## config.mk

```make
export PLATFORM = sky130hd
export DESIGN_NAME = zlib_pack_flat
export DESIGN_NICKNAME = d
export VERILOG_FILES = /design/src/rtl/zlib_pack_pkg.sv /design/src/rtl/zlib_pack_if.sv /design/src/rtl/zlib_byte_align.sv /design/src/rtl/zlib_pack.sv /design/src/flat_wrapper.sv
export SDC_FILE = /design/constraint.sdc
export NUM_CORES = 1
export LEC_CHECK = 0
export CAP_MARGIN = 20
export CORE_UTILIZATION = 50
export CTS_CLUSTER_DIAMETER = 150
export DETAILED_ROUTE_END_ITERATION = 8
export GPL_TIMING_DRIVEN = 0
export PLACE_DENSITY = 0.78
export SLEW_MARGIN = 5
export SYNTH_ARGS = -nofsm -noshare
export SYNTH_HDL_FRONTEND = slang
export SYNTH_SLANG_ARGS = --single-unit
```

## constraint.sdc

```tcl
create_clock -name clk -period 9.65 [get_ports clk]
set_clock_uncertainty 0.2 [all_clocks]
set_input_delay 2.4125 -clock clk [delete_from_list [all_inputs] [get_ports clk]]
set_output_delay 2.4125 -clock clk [all_outputs]
set_load 0.01 [all_outputs]
```

## src/rtl/zlib_pack_pkg.sv

```systemverilog
// Shared constants and types for the zlib stream wrapper on the PNG IDAT path.
// The optional stream byte counter is enabled by defining ZLIB_PACK_STAT_EN.
package zlib_pack_pkg;

   localparam logic [7:0] ZLIB_CMF_DEF = 8'h78;
   localparam logic [7:0] ZLIB_FLG_DEF = 8'h01;
   localparam int         BYT_W        = 3;

   typedef enum logic [2:0] {
      IDLE     = 3'd0,
      BODY     = 3'd1,
      WAIT_ADL = 3'd2,
      TAIL     = 3'd3,
      FIN      = 3'd4
   } state_t;

   // A last-word byte count outside 1..4 means a full word.
   function automatic logic [BYT_W-1:0] fix_byt(input logic [BYT_W-1:0] b);
      return (b == '0 || b > BYT_W'(4)) ? BYT_W'(4) : b;
   endfunction

endpackage

```

## src/rtl/zlib_pack_if.sv

```systemverilog
// Valid/ready byte-word stream: first byte in dat[31:24], byt valid bytes, lst marks the final word.
interface zlib_pack_if;
   import zlib_pack_pkg::*;

   logic             val;
   logic [31:0]      dat;
   logic [BYT_W-1:0] byt;
   logic             lst;
   logic             rdy;

   modport master (output val, dat, byt, lst, input rdy);
   modport slave  (input val, dat, byt, lst, output rdy);

endinterface

```

## src/rtl/zlib_byte_align.sv

```systemverilog
// Combinational merge of a 0..3-byte residue with 1..4 new bytes into one output word
// plus the bytes left over.
module zlib_byte_align
   import zlib_pack_pkg::*;
(
   input  logic [23:0]      res_dat,
   input  logic [1:0]       res_cnt,
   input  logic [31:0]      new_dat,
   input  logic [BYT_W-1:0] new_cnt,
   output logic [31:0]      word_dat,
   output logic [BYT_W-1:0] word_cnt,
   output logic             word_full,
   output logic [23:0]      rem_dat,
   output logic [1:0]       rem_cnt
);

   logic [23:0]      res_m;
   logic [31:0]      new_m;
   logic [55:0]      cat;
   logic [BYT_W-1:0] sum_cnt;

   // Zero bytes beyond each count so partial words and the residue stay clean.
   generate
      for (genvar gi = 0; gi < 3; gi++) begin : g_res
         assign res_m[23-8*gi -: 8] = (res_cnt > 2'(gi)) ? res_dat[23-8*gi -: 8] : 8'h00;
      end
      for (genvar gi = 0; gi < 4; gi++) begin : g_new
         assign new_m[31-8*gi -: 8] = (new_cnt > BYT_W'(gi)) ? new_dat[31-8*gi -: 8] : 8'h00;
      end
   endgenerate

   assign cat       = {res_m, 32'h0} | ({new_m, 24'h0} >> {res_cnt, 3'b000});
   assign sum_cnt   = {1'b0, res_cnt} + new_cnt;
   assign word_full = (sum_cnt >= BYT_W'(4));
   assign word_dat  = word_full ? cat[55:24] : 32'h0;
   assign word_cnt  = word_full ? BYT_W'(4) : sum_cnt;
   assign rem_dat   = word_full ? cat[23:0] : cat[55:32];
   assign rem_cnt   = sum_cnt[1:0];

endmodule

```

## src/rtl/zlib_pack.sv

```systemverilog
// Wraps a raw DEFLATE word stream into an RFC 1950 zlib stream (header, body, Adler-32 trailer).
// Define ZLIB_PACK_STAT_EN to add the stat_len_o byte counter.
module zlib_pack
   import zlib_pack_pkg::*;
#(
   parameter logic [7:0] ZLIB_CMF = ZLIB_CMF_DEF,
   parameter logic [7:0] ZLIB_FLG = ZLIB_FLG_DEF
)
(
   input  logic        clk,
   input  logic        rstn,
   input  logic        start_i,
   zlib_pack_if.slave  dfl,
   input  logic        adl_done_i,
   input  logic [31:0] adl_dat_i,
   zlib_pack_if.master zo,
   output logic        done_o
`ifdef ZLIB_PACK_STAT_EN
   ,
   output logic [31:0] stat_len_o
`endif
);

   state_t           state_reg;
   logic [23:0]      res_dat_reg;
   logic [1:0]       res_cnt_reg;
   logic [31:0]      adl_reg;
   logic             adl_vld_reg;
   logic [1:0]       tail_step_reg;
   logic             val_reg;
   logic [31:0]      dat_reg;
   logic [BYT_W-1:0] byt_reg;
   logic             lst_reg;
   logic             done_reg;

   logic             out_free;
   logic             dfl_rdy;
   logic             dfl_acc;
   logic             adl_take;
   logic [31:0]      al_new_dat;
   logic [BYT_W-1:0] al_new_cnt;
   logic [31:0]      al_word_dat;
   logic [BYT_W-1:0] al_word_cnt;
   logic             al_full;
   logic [23:0]      al_rem_dat;
   logic [1:0]       al_rem_cnt;

   assign out_free = !val_reg || zo.rdy;
   assign dfl_rdy  = (state_reg == BODY) && out_free;
   assign dfl_acc  = dfl.val && dfl_rdy;
   assign adl_take = adl_done_i && ((state_reg != IDLE) || start_i);

   // One aligner serves both the body merge and the Adler trailer merge.
   assign al_new_dat = (state_reg == TAIL) ? adl_reg : dfl.dat;
   assign al_new_cnt = (state_reg == TAIL) ? BYT_W'(4)
                     : (dfl.lst ? fix_byt(dfl.byt) : BYT_W'(4));

   zlib_byte_align u_align (
      .res_dat   (res_dat_reg),
      .res_cnt   (res_cnt_reg),
      .new_dat   (al_new_dat),
      .new_cnt   (al_new_cnt),
      .word_dat  (al_word_dat),
      .word_cnt  (al_word_cnt),
      .word_full (al_full),
      .rem_dat   (al_rem_dat),
      .rem_cnt   (al_rem_cnt)
   );

   always_ff @(posedge clk or negedge rstn) begin
      if (!rstn) begin
         state_reg     <= IDLE;
         res_dat_reg   <= '0;
         res_cnt_reg   <= '0;
         adl_reg       <= '0;
         adl_vld_reg   <= 1'b0;
         tail_step_reg <= '0;
         val_reg       <= 1'b0;
         dat_reg       <= '0;
         byt_reg       <= '0;
         lst_reg       <= 1'b0;
         done_reg      <= 1'b0;
      end else begin
         done_reg <= 1'b0;
         if (val_reg && zo.rdy) begin
            val_reg <= 1'b0;
            lst_reg <= 1'b0;
         end
         if (adl_take) begin
            adl_reg     <= adl_dat_i;
            adl_vld_reg <= 1'b1;
         end
         case (state_reg)
            IDLE: begin
               if (start_i) begin
                  res_dat_reg   <= {ZLIB_CMF, ZLIB_FLG, 8'h00};
                  res_cnt_reg   <= 2'd2;
                  tail_step_reg <= 2'd0;
                  adl_vld_reg   <= adl_done_i;
                  state_reg     <= BODY;
               end
            end
            BODY: begin
               if (dfl_acc) begin
                  res_dat_reg <= al_rem_dat;
                  res_cnt_reg <= al_rem_cnt;
                  if (al_full) begin
                     val_reg <= 1'b1;
                     dat_reg <= al_word_dat;
                     byt_reg <= al_word_cnt;
                     lst_reg <= 1'b0;
                  end
                  // Skip the wait when the checksum is already in hand.
                  if (dfl.lst) begin
                     state_reg <= (adl_vld_reg || adl_done_i) ? TAIL : WAIT_ADL;
                  end
               end
            end
            WAIT_ADL: begin
               if (adl_vld_reg) begin
                  state_reg <= TAIL;
               end
            end
            TAIL: begin
               if (out_free) begin
                  case (tail_step_reg)
                     2'd0: begin
                        val_reg       <= 1'b1;
                        dat_reg       <= al_word_dat;
                        byt_reg       <= al_word_cnt;
                        lst_reg       <= (al_rem_cnt == 2'd0);
                        res_dat_reg   <= al_rem_dat;
                        res_cnt_reg   <= al_rem_cnt;
                        tail_step_reg <= (al_rem_cnt == 2'd0) ? 2'd2 : 2'd1;
                     end
                     2'd1: begin
                        val_reg       <= 1'b1;
                        dat_reg       <= {res_dat_reg, 8'h00};
                        byt_reg       <= {1'b0, res_cnt_reg};
                        lst_reg       <= 1'b1;
                        res_cnt_reg   <= 2'd0;
                        tail_step_reg <= 2'd2;
                     end
                     default: begin
                        // The lst word is handshaking on this edge.
                        done_reg  <= 1'b1;
                        state_reg <= FIN;
                     end
                  endcase
               end
            end
            FIN: begin
               state_reg <= IDLE;
            end
            default: begin
               state_reg <= IDLE;
            end
         endcase
      end
   end

   assign dfl.rdy = dfl_rdy;
   assign zo.val  = val_reg;
   assign zo.dat  = dat_reg;
   assign zo.byt  = byt_reg;
   assign zo.lst  = lst_reg;
   assign done_o  = done_reg;

`ifdef ZLIB_PACK_STAT_EN
   logic [31:0] stat_len_reg;

   always_ff @(posedge clk or negedge rstn) begin
      if (!rstn) begin
         stat_len_reg <= '0;
      end else if (state_reg == IDLE && start_i) begin
         stat_len_reg <= '0;
      end else if (val_reg && zo.rdy) begin
         stat_len_reg <= stat_len_reg + 32'(byt_reg);
      end
   end

   assign stat_len_o = stat_len_reg;
`endif

endmodule
```

## src/flat_wrapper.sv

```systemverilog
// flat-port wrapper written by rule: the top's interface ports become plain ports
module zlib_pack_flat import zlib_pack_pkg::*;
#(
   parameter logic [7:0] ZLIB_CMF = ZLIB_CMF_DEF,
   parameter logic [7:0] ZLIB_FLG = ZLIB_FLG_DEF
)
  (clk, rstn, start_i, adl_done_i, adl_dat_i, done_o, dfl_val, dfl_dat, dfl_byt, dfl_lst, dfl_rdy, zo_val, zo_dat, zo_byt, zo_lst, zo_rdy);
  zlib_pack_if dfl_i ();
  zlib_pack_if zo_i ();
  input  logic clk;
  input  logic rstn;
  input  logic start_i;
  input  logic adl_done_i;
  input  logic [31:0] adl_dat_i;
  output logic done_o;
  input wire logic [$bits(dfl_i.val)-1:0] dfl_val;
  input wire logic [$bits(dfl_i.dat)-1:0] dfl_dat;
  input wire logic [$bits(dfl_i.byt)-1:0] dfl_byt;
  input wire logic [$bits(dfl_i.lst)-1:0] dfl_lst;
  output wire logic [$bits(dfl_i.rdy)-1:0] dfl_rdy;
  output wire logic [$bits(zo_i.val)-1:0] zo_val;
  output wire logic [$bits(zo_i.dat)-1:0] zo_dat;
  output wire logic [$bits(zo_i.byt)-1:0] zo_byt;
  output wire logic [$bits(zo_i.lst)-1:0] zo_lst;
  input wire logic [$bits(zo_i.rdy)-1:0] zo_rdy;
  assign dfl_i.val = dfl_val;
  assign dfl_i.dat = dfl_dat;
  assign dfl_i.byt = dfl_byt;
  assign dfl_i.lst = dfl_lst;
  assign dfl_rdy = dfl_i.rdy;
  assign zo_val = zo_i.val;
  assign zo_dat = zo_i.dat;
  assign zo_byt = zo_i.byt;
  assign zo_lst = zo_i.lst;
  assign zo_i.rdy = zo_rdy;
  zlib_pack #(.ZLIB_CMF(ZLIB_CMF), .ZLIB_FLG(ZLIB_FLG)) u_core (.clk(clk), .rstn(rstn), .start_i(start_i), .dfl(dfl_i), .adl_done_i(adl_done_i), .adl_dat_i(adl_dat_i), .zo(zo_i), .done_o(done_o));
endmodule
```

=== Word-level counts from Yosys, hierarchy flattened ===
Index checks and enable logic that the tools add are counted.
Widths: inputs -> output; s select.

* Output and inout port bits: 39
* Memories: 0
* Memory bits (read-only): 0
* Logic and storage cells: 124
* Bits in registers: 102
* Input port bits: 74
* Bits in writable memories: 0
* Bits in latches: 0

* Shifts and indexed selects: 1
* Bitwise gates (word level): 1
* Add/sub/neg operators: 1
* Magnitude comparators: 9
* Reductions and logical operators: 23
* Divide/modulo/power cells: 0
* Multiplexer cells: 65
* $mul: 0
* Equal/unequal tests: 13

{| class="wikitable"
|+ Operators with widths
! cell !! number
|-
| $mux 32 || 5
|-
| $pmux 32 s2 || 2
|-
| $mux 24 || 5
|-
| $pmux 24 s3 || 1
|-
| $mux 8 || 7
|-
| $or 56x56->56 || 1
|-
| $shr 56x5->56 || 1
|-
| $mux 3 || 13
|-
| $mux 1 || 16
|-
| $reduce_and 5->1 || 3
|-
| $mux 2 || 6
|-
| $pmux 2 s2 || 3
|-
| $pmux 3 s2 || 2
|-
| $pmux 3 s4 || 1
|-
| $ne 2x2->1 const B || 5
|-
| $eq 3x2->1 const B || 2
|-
| $gt 3x1->1 const B || 2
|-
| $gt 3x2->1 const B || 2
|-
| $logic_not 3->1 || 2
|-
| $ne 2x1->1 const B || 3
|-
| $pmux 1 s2 || 3
|-
| $pmux 2 s3 || 1
|-
| $reduce_and 6->1 || 1
|-
| $reduce_bool 3->1 || 2
|-
| other kinds (15) || 24
|}

=== Depth between registers and ports, before layout ===
* Depth after elaboration: 13
* Gate-level depth with buffers: 16
* Depth with buffers taken out: 11

=== Hierarchy ===
Synthesis repeated with hierarchy kept, for this count alone.

* Cell total of the unflattened synthesis: 737
* Area, all modules: 6718.9 um^2

{| class="wikitable"
|+ By module, submodules not included
! module !! instances !! seq. area each (um^2) !! area each (um^2) !! cells an instance
|-
| zlib_pack || 1 || 2552.4 || 4929.7 || 470
|-
| zlib_byte_align || 1 || 0.0 || 1789.2 || 267
|}

=== Worst setup path before layout ===
Ideal clock, no wire load.

* Path kind: in2reg
* From: in dfl_byt[0]
* To: reg u_core.dat_reg[24], in the netlist u_core.zo.dat[24]
* Data required time: 9.324 ns
* Setup time: 0.126 ns
* Arrival: 5.197 ns
* Setup slack: 4.127 ns
* Stages: 14
* Buffers on the path: 4
* Cell sequence: or2_2 > ha_1 > nor2b_1 > nand3_1 > fa_1 > or3_1 > buf_2 > nand2_2 > buf_6 > a31oi_2 > buf_6 > buf_6 > a221oi_1 > nor2_1

* Word-level cells in the longest chain between the ends: 13
* Elaborated cells between the ends (all ways): 26
* Classes of those cells: 1 x add/sub; 6 x order compare; 1 x eq/ne; 1 x shift; 13 x mux; 1 x bitwise; 3 x reduce/logical

{| class="wikitable"
|+ RTL lines
! what !! line !! source
|-
| from (decl) || flat_wrapper.sv:18 || <nowiki>input wire logic [$bits(dfl_i.byt)-1:0] dfl_byt;</nowiki>
|-
| $gt 3x3->1 or $logic_not 3->1 (tied branches) || zlib_pack_pkg.sv:19 || <nowiki>return (b == '0 || b > BYT_W'(4)) ? BYT_W'(4) : b;</nowiki>
|-
| $logic_or 1x1->1 || zlib_pack_pkg.sv:19 ||
|-
| $mux 3 (*) || zlib_pack_pkg.sv:19 ||
|-
| $mux 3 (*) || zlib_pack.sv:56 || <nowiki>: (dfl.lst ? fix_byt(dfl.byt) : BYT_W'(4));</nowiki>
|-
| $mux 3 (*) || zlib_pack.sv:55 || <nowiki>assign al_new_cnt = (state_reg == TAIL) ? BYT_W'(4)</nowiki>
|-
| $gt 3x2->1 or $gt 3x1->1 (tied branches) || zlib_byte_align.sv:28 || <nowiki>assign new_m[31-8*gi -: 8] = (new_cnt > BYT_W'(gi)) ? new_dat[31-8*gi -: 8] : 8'h00;</nowiki>
|-
| $mux 8 || zlib_byte_align.sv:28 ||
|-
| $shr 56x5->56 || zlib_byte_align.sv:32 || <nowiki>assign cat = {res_m, 32'h0} | ({new_m, 24'h0} >> {res_cnt, 3'b000});</nowiki>
|-
| $or 56x56->56 || zlib_byte_align.sv:32 ||
|-
| $mux 32 || zlib_byte_align.sv:35 || <nowiki>assign word_dat = word_full ? cat[55:24] : 32'h0;</nowiki>
|-
| $pmux 32 s2 or $mux 32 (tied branches) || zlib_pack.sv:126, zlib_pack.sv:107 ||
|-
| $mux 32 (on tied branches) || zlib_pack.sv:125, zlib_pack.sv:104 ||
|-
| $pmux 32 s2 || zlib_pack.sv:93 || <nowiki>case (state_reg)</nowiki>
|-
| to (signal assigned) || zlib_pack.sv:109 || <nowiki>dat_reg <= al_word_dat;</nowiki>
|-
| to (signal assigned) || zlib_pack.sv:129 || <nowiki>dat_reg <= al_word_dat;</nowiki>
|-
| to (signal assigned) || zlib_pack.sv:138 || <nowiki>dat_reg <= {res_dat_reg, 8'h00};</nowiki>
|-
| to (decl) || zlib_pack.sv:31 || <nowiki>logic [31:0] dat_reg;</nowiki>
|}

Every way passes the cells marked *; elsewhere a longest branch is shown, timed or not. The select of a mux whose other input is x is not followed.
A chain may end at the register's enable or synchronous reset.

=== Worst setup path after layout ===
* From: in zo_rdy
* To: out dfl_rdy

* Word-level cells in the longest chain between the ends: 2

{| class="wikitable"
|+ RTL lines
! what !! line !! source
|-
| from (decl) || flat_wrapper.sv:25 || <nowiki>input wire logic [$bits(zo_i.rdy)-1:0] zo_rdy;</nowiki>
|-
| $logic_or 1x1->1 || zlib_pack.sv:48 || <nowiki>assign out_free = !val_reg || zo.rdy;</nowiki>
|-
| $logic_and 1x1->1 || zlib_pack.sv:49 || <nowiki>assign dfl_rdy = (state_reg == BODY) && out_free;</nowiki>
|-
| to (decl) || flat_wrapper.sv:20 || <nowiki>output wire logic [$bits(dfl_i.rdy)-1:0] dfl_rdy;</nowiki>
|}

No other way between the ends.

==> out/metrics.yaml <==
run_status:
  status: "completed"
detailed_routing:
  wl_per_cell_um: 23.8
  viasPerCell: 6.47
  totalWireLength_um: 20700
  drt_iter0_markers: 572
  routed-via-count: 5646
  dr.pass1.iters: 5
  antenna_left: 0
  drc: 0
logic_synthesis:
  synth.mux.area_fraction_pct: 11.5
  synth.top_cell.area_share_pct: 44.1
  synth_flop_cell: "dfrtp_1"
  synth_edf_count: 0
  yosysTopAreaCell: "dfrtp_1"
  synth_compound_gate_area_share_pct: 24.5
  syn_inst: 603
  ys_ff_latch: 102
  avgSynthCellArea_um2: 9.60
  synth_warnings: 0
  synth_xor_area_share_pct: 0
  synth_top_family_by_area: "compound AO/OA/AOI/OAI gates"
  netlist_top_cells_count: "102 x dfrtp_1, 74 x nand2_1, 63 x nor2_1, 45 x a21oi_1, 36 x mux2_2"
  synth_nets: 680
  syn_area_um2: 5790
  ys_types: 63
  yosys-top-cells-area: "dfrtp_1 44%, mux2_2 7.0%, nand2_1 4.8%"
  ys_seq_area_share_pct: 44.1
  yosysMostFrequentCell: "dfrtp_1"
  synth_async_sr_flop_share_pct: 100
  synth_simple_gate_area_share_pct: 14.5
  synthAdderAreaFrac_pct: 0.778
timing:
  final-max-slew-violation-count: 0
  hold_violations: 0
  finalCriticalPeriod_ns: 6.66
  period_share_pct: 69.0
  rsz0062_at_grt: "false"
  setup-violations-final: 0
  finalSetupTns_ns: 0
  fmax_ghz: 0.150
  slew_headroom_pct: 38.4
  whs_ns: 0.288
  worst_pin_slew_ns: 0.918
power:
  power.density_nw_per_um2: 359
  peakVddDrop_uv: 182
  switchingPower_uw: 1240
  swShare_pct: 46.5
  power_frac_seq_pct: 26.8
  combPwrFrac_pct: 59.5
  leakagePower_uw: 0.00304
  internal-power_uw: 1420
  power_frac_clock_pct: 13.8
placement:
  dp_hpwl_um: 15900
  gp_congestion: 0.964
  io_buffers: 112
worst_setup_path:
  required_ns: 7.04
  cpMostUsedCell: "clkdlybuf4s50_1"
  crit_fanout: 3
  critical_path_class: "in2out"
  cp-start-kind: "primary input"
  reg2reg_to: "u_core.res_dat_reg[13]"
  critical_path.slowest_cell: "clkdlybuf4s50_1"
  slowest_delay_ns: 0.63
  crit_chain: "clkdlybuf4s50_1 > nor2_1 > nor3_1 > clkdlybuf4s50_1"
  cp_num_buf_inv: 2
  critPathTopFamily: "buffers and inverters"
  arrival_ns: 4.05
  rr_startpoint: "u_core.state_reg[0]"
  endpoint_kind: "primary output"
  ff2ff_path_depth: 14
  r2r_setup_slack_ns: 5.48
hold_path:
  holdPathEnd: "u_core.zo.byt[2]"
  hold_path_depth: 2
  hold_class: "reg2reg"
  min_from: "u_core.zo.byt[2]"
final_layout:
  seq_area_um2: 2550
  areaGrowthSynthToFinish_pct: 27.9
  nets: 804
  antennaDiodeCount: 0
  fill_cells: 853
  drive_above_1_share_pct: 13.0
  multi_input_area_um2: 2970
die:
  ios: 113
  die_w_um: 110
  rows: 38
  die_h_um: 110
  dieArea_um2: 12000
  initial_core_util_pct: 52.2
  core_um2: 11100
global_routing:
  grt_pass1_vias: 5627
  grt_usage_pct: 36.9
  grt_max_degree: 63
  antenna_found_initial: 0
  grt_pass1_wl_um: 31900
  grt_overflow: 0
flow_run:
  cap_violations: 0
cts:
  cts_tree: "done"
  clk_latency_ns: 0.35
  clk_pin_slew_ns: 0.07
  htreeDepth: 3
  post-cts-setup-buffer-count: 0
  root_buffer: "clkbuf_16"
  cts.sinks: 102
  cts_buffers: 9
  cts_buffer_depth: 2
  ctsHoldBuffers: 0
  cts_resized: 0
-- logic make-up (layout without fill, tap and decap cells) --
kind of cell               Yosys count  count (layout)
AOI/OAI and AO/OA                  194             194
adders and majority gates            3               3
buffers and inverters               54             183
DFF                                102             102
muxes                               62              62
and+or+nand+nor                    188             188
-- worst min-delay path, delay by kind of cell (launching register included) --
| family | cells | cell delay (ns) |
|---|---|---|
| flops | 1 | 0.35 |
| simple gates | 2 | 0.10 |
-- placed cells by master (no fill, tap or decap), types with 13 or more instances in the layout --
cell / synthesis / layout
nand2_1: 74 / 74
clkbuf_1: 23 / 25
clkdlybuf4s50_1: 0 / 111
o221ai_1: 19 / 19
mux2_2: 36 / 36
mux2i_1: 26 / 26
a2bb2oi_1: 13 / 13
nor2_1: 63 / 63
o21ai_1: 16 / 16
a21oi_1: 45 / 45
dfrtp_1: 102 / 102
-- routing by layer --
layer | global-route usage (%) | up-vias | routed length [µm]
met5 | 0 | - | 0
met2 | 59.0 | 341 | 9540
li1 | - | 2497 | -
met3 | 8.00 | 54 | 1770
met4 | 16.2 | 0 | 812
met1 | 48.2 | 2754 | 8600
-- power by group through the flow --
stage	sequential [µW]	clock, µW	combinational [µW]
floorplan	719	0	942
global placement	702	0	1510
detailed placement	714	0	1540
CTS	708	369	1540
global route	729	385	1690
finish	712	367	1580
-- worst max-delay path by stage --
stage	start	endpoint	cells after the start
global route	zo_rdy	dfl_rdy	4
global placement	rstn	u_core.zo.dat[23]	1
CTS	zo_rdy	dfl_rdy	4
floorplan	dfl_byt[0]	u_core.zo.dat[24]	14
finish	zo_rdy	dfl_rdy	4
detailed placement	zo_rdy	dfl_rdy	4
-- area by class of cell --
class / count / area share (%)
multi-input combinational: 447 / 40.1
sequential: 102 / 34.5
timing repair buffer: 113 / 15.5
buffer: 46 / 3.25
clock buffer: 11 / 3.14
tap: 140 / 2.37
clock inverter: 5 / 0.811
inverter: 8 / 0.406
-- per-stage QoR --
stage | cells | utilization [%] | worst slack [ns] | area [µm²] | total power (µW)
after floorplan | 603 | - | 4.13 | 5790 | 1660
after global placement | 855 | 63.9 | 2.24 | 7080 | 2210
after detailed placement | 856 | 64.2 | 3.09 | 7110 | 2250
after CTS | 872 | 66.8 | 3.02 | 7400 | 2620
after global routing | 872 | 66.8 | 2.95 | 7400 | 2810
final | 872 | 66.8 | 2.99 | 7400 | 2660
(Power assumes the default switching activity.)
==> patch, RTL diff (same settings) <==
The 5 states of `state_t` get a one-hot encoding in 5 bits.
--- a/src/rtl/zlib_pack_pkg.sv
+++ b/src/rtl/zlib_pack_pkg.sv
@@ -6,12 +6,12 @@
    localparam logic [7:0] ZLIB_FLG_DEF = 8'h01;
    localparam int         BYT_W        = 3;
 
-   typedef enum logic [2:0] {
-      IDLE     = 3'd0,
-      BODY     = 3'd1,
-      WAIT_ADL = 3'd2,
-      TAIL     = 3'd3,
-      FIN      = 3'd4
+   typedef enum logic [4:0] {
+      IDLE     = 5'b00001,
+      BODY     = 5'b00010,
+      WAIT_ADL = 5'b00100,
+      TAIL     = 5'b01000,
+      FIN      = 5'b10000
    } state_t;
 
    // A last-word byte count outside 1..4 means a full word.
Function: same outputs for any inputs over 4 cycles, from zero or initial values and one cycle with rstn low; so few cycles prove little.
==> patch against the original RTL <==
- the flow now finishes with violations (design-rule violations)
- maximum frequency grew 4.8%
- synthesized cell count increased by 1.3%
- design area up 3.8%
- routed wire length shrank 1.5%
- core utilization fell by 0.96 points
- largest cell class unchanged
- sequential cell count increased by 2
- register-to-register slack got worse by 0.53 ns
- sequential share of layout area is 0.58 points lower
- total power fell by 25%
- die area is 5.1% higher
- worst setup slack gained 0.31 ns
- area after synthesis is 5.2% higher
- largest power group unchanged
- critical path depth unchanged
==> patch: results (changes against the original RTL) <==
Yosys
The share of the synthesized area in compound gates (AO/OA/AOI/OAI) is 0.219 (-0.0261). The mux contribution to synthesized area is 0.135 (+0.0202). In the synthesized netlist, the cells that appear most often are dfrtp_1, nand2_1, nor2_1. The synthesized-area fraction occupied by xor and xnor cells is 0.00144 (+0.00144).

The fraction of the yosys area taken by sequential cells was 0.428 (-0.0133). The adder and majority gate portion of the synthesized area is 0.00740 (-0.000384). Ranked by total cell area, the synthesized netlist is headed by dfrtp_1, mux2_2, nand2_1. The count of different cell masters after synthesis is 67 (+6.3%). The post-synthesis instance area is 6090 sq um (+5.2%). The net count after synthesis is 688 (+1.2%). The synthesized area per cell is 9.96 sq um (+3.8%).

Place
The post-placement cell area is 7410 sq um (+4.3%). The number of placed instances with taps included is 867 (+1.3%). The HPWL after detailed placement is 15.9 mm (+0.19%). The post-placement worst setup slack is 3.23 ns (+0.140 ns).

The weighted congestion at the end of routability-driven global placement is 0.979 (+1.5%).

Power
The reported combinational group power is 0.937 mW (-41%). The highest ir drop seen on vdd is 144 uV (-21%). The leakage power of the design is 3.20 nW (+5.1%). The total net switching power is 0.801 mW (-35%). The cell-internal power is 1.21 mW (-15%). The share of total power in sequential cells is 0.361 (+0.093).

Layout
The final net count is 812 (+1.0%). The fraction of final layout cells sized beyond drive strength 1 is 0.130 (about the same).

Timing
The transition time at the pin with the least slew margin is 0.866 ns (-0.0514 ns).

Run status
The checks that failed: design-rule violations. The flow ran to the end, but the final reports show violations.

Global routing
The maximum number of pins on one net before global-route repair is 70 (+11%). The via count of the first global-routing pass came to 5674 (+0.84%). The wire length of the first global-routing pass is 31.8 mm (-0.22%). The met1 track demand over resource is 0.450 (-0.0325).

Detailed routing
The first-pass iteration count of the detailed router is 9 (+4). The post-detailed-route wirelength per cell is 23.1 microns (-2.8%). The remaining routing DRC violations was 5 (+5).

Critical path
The data arrival time of the worst path is 3.74 ns (-0.31 ns). The destination of the worst register-to-register timing path is u_core.zo.dat[19]. The register-to-register path setup slack was 4.95 ns (-0.53 ns). The start of the worst register-to-register path is u_core.state_reg[4].

The biggest fanout along the worst timing path is 5 (+2).

Worst hold path
The beginning of the worst hold path is u_core.zo.dat[0]. The worst hold endpoint is u_core.zo.dat[0].

Floorplan
The die span in x was 112 microns (+2.5%).
[patch: how the worst max path moves through the flow]
stage / start / to / slack [ns] / depth (start not counted)
3_3_place_gp: rstn / u_core.adl_reg[4] / 2.10 / 1
5_1_grt: zo_rdy / dfl_rdy / 3.18 / 4
4_1_cts: zo_rdy / dfl_rdy / 3.32 / 4
2_1_floorplan: dfl_byt[0] / u_core.zo.dat[25] / 4.30 / 13
6_report: zo_rdy / dfl_rdy / 3.30 / 4
3_5_place_dp: dfl_byt[0] / u_core.zo.dat[19] / 3.23 / 12
[patch: area by class of cell]
class | count | area (sq um)
buffer | 42 | 196
clock buffer | 12 | 236
clock inverter | 4 | 31.3
tap | 143 | 179
timing repair buffer | 113 | 1150
inverter | 12 | 45.0
fill | 968 | 3980
sequential | 104 | 2600
multi-input combinational | 453 | 3240
[patch: worst max-delay path, delay by kind of cell]
kind	cells	cell delay, ns
and+or+nand+nor	2	0.36
buffers and inverters	2	0.97
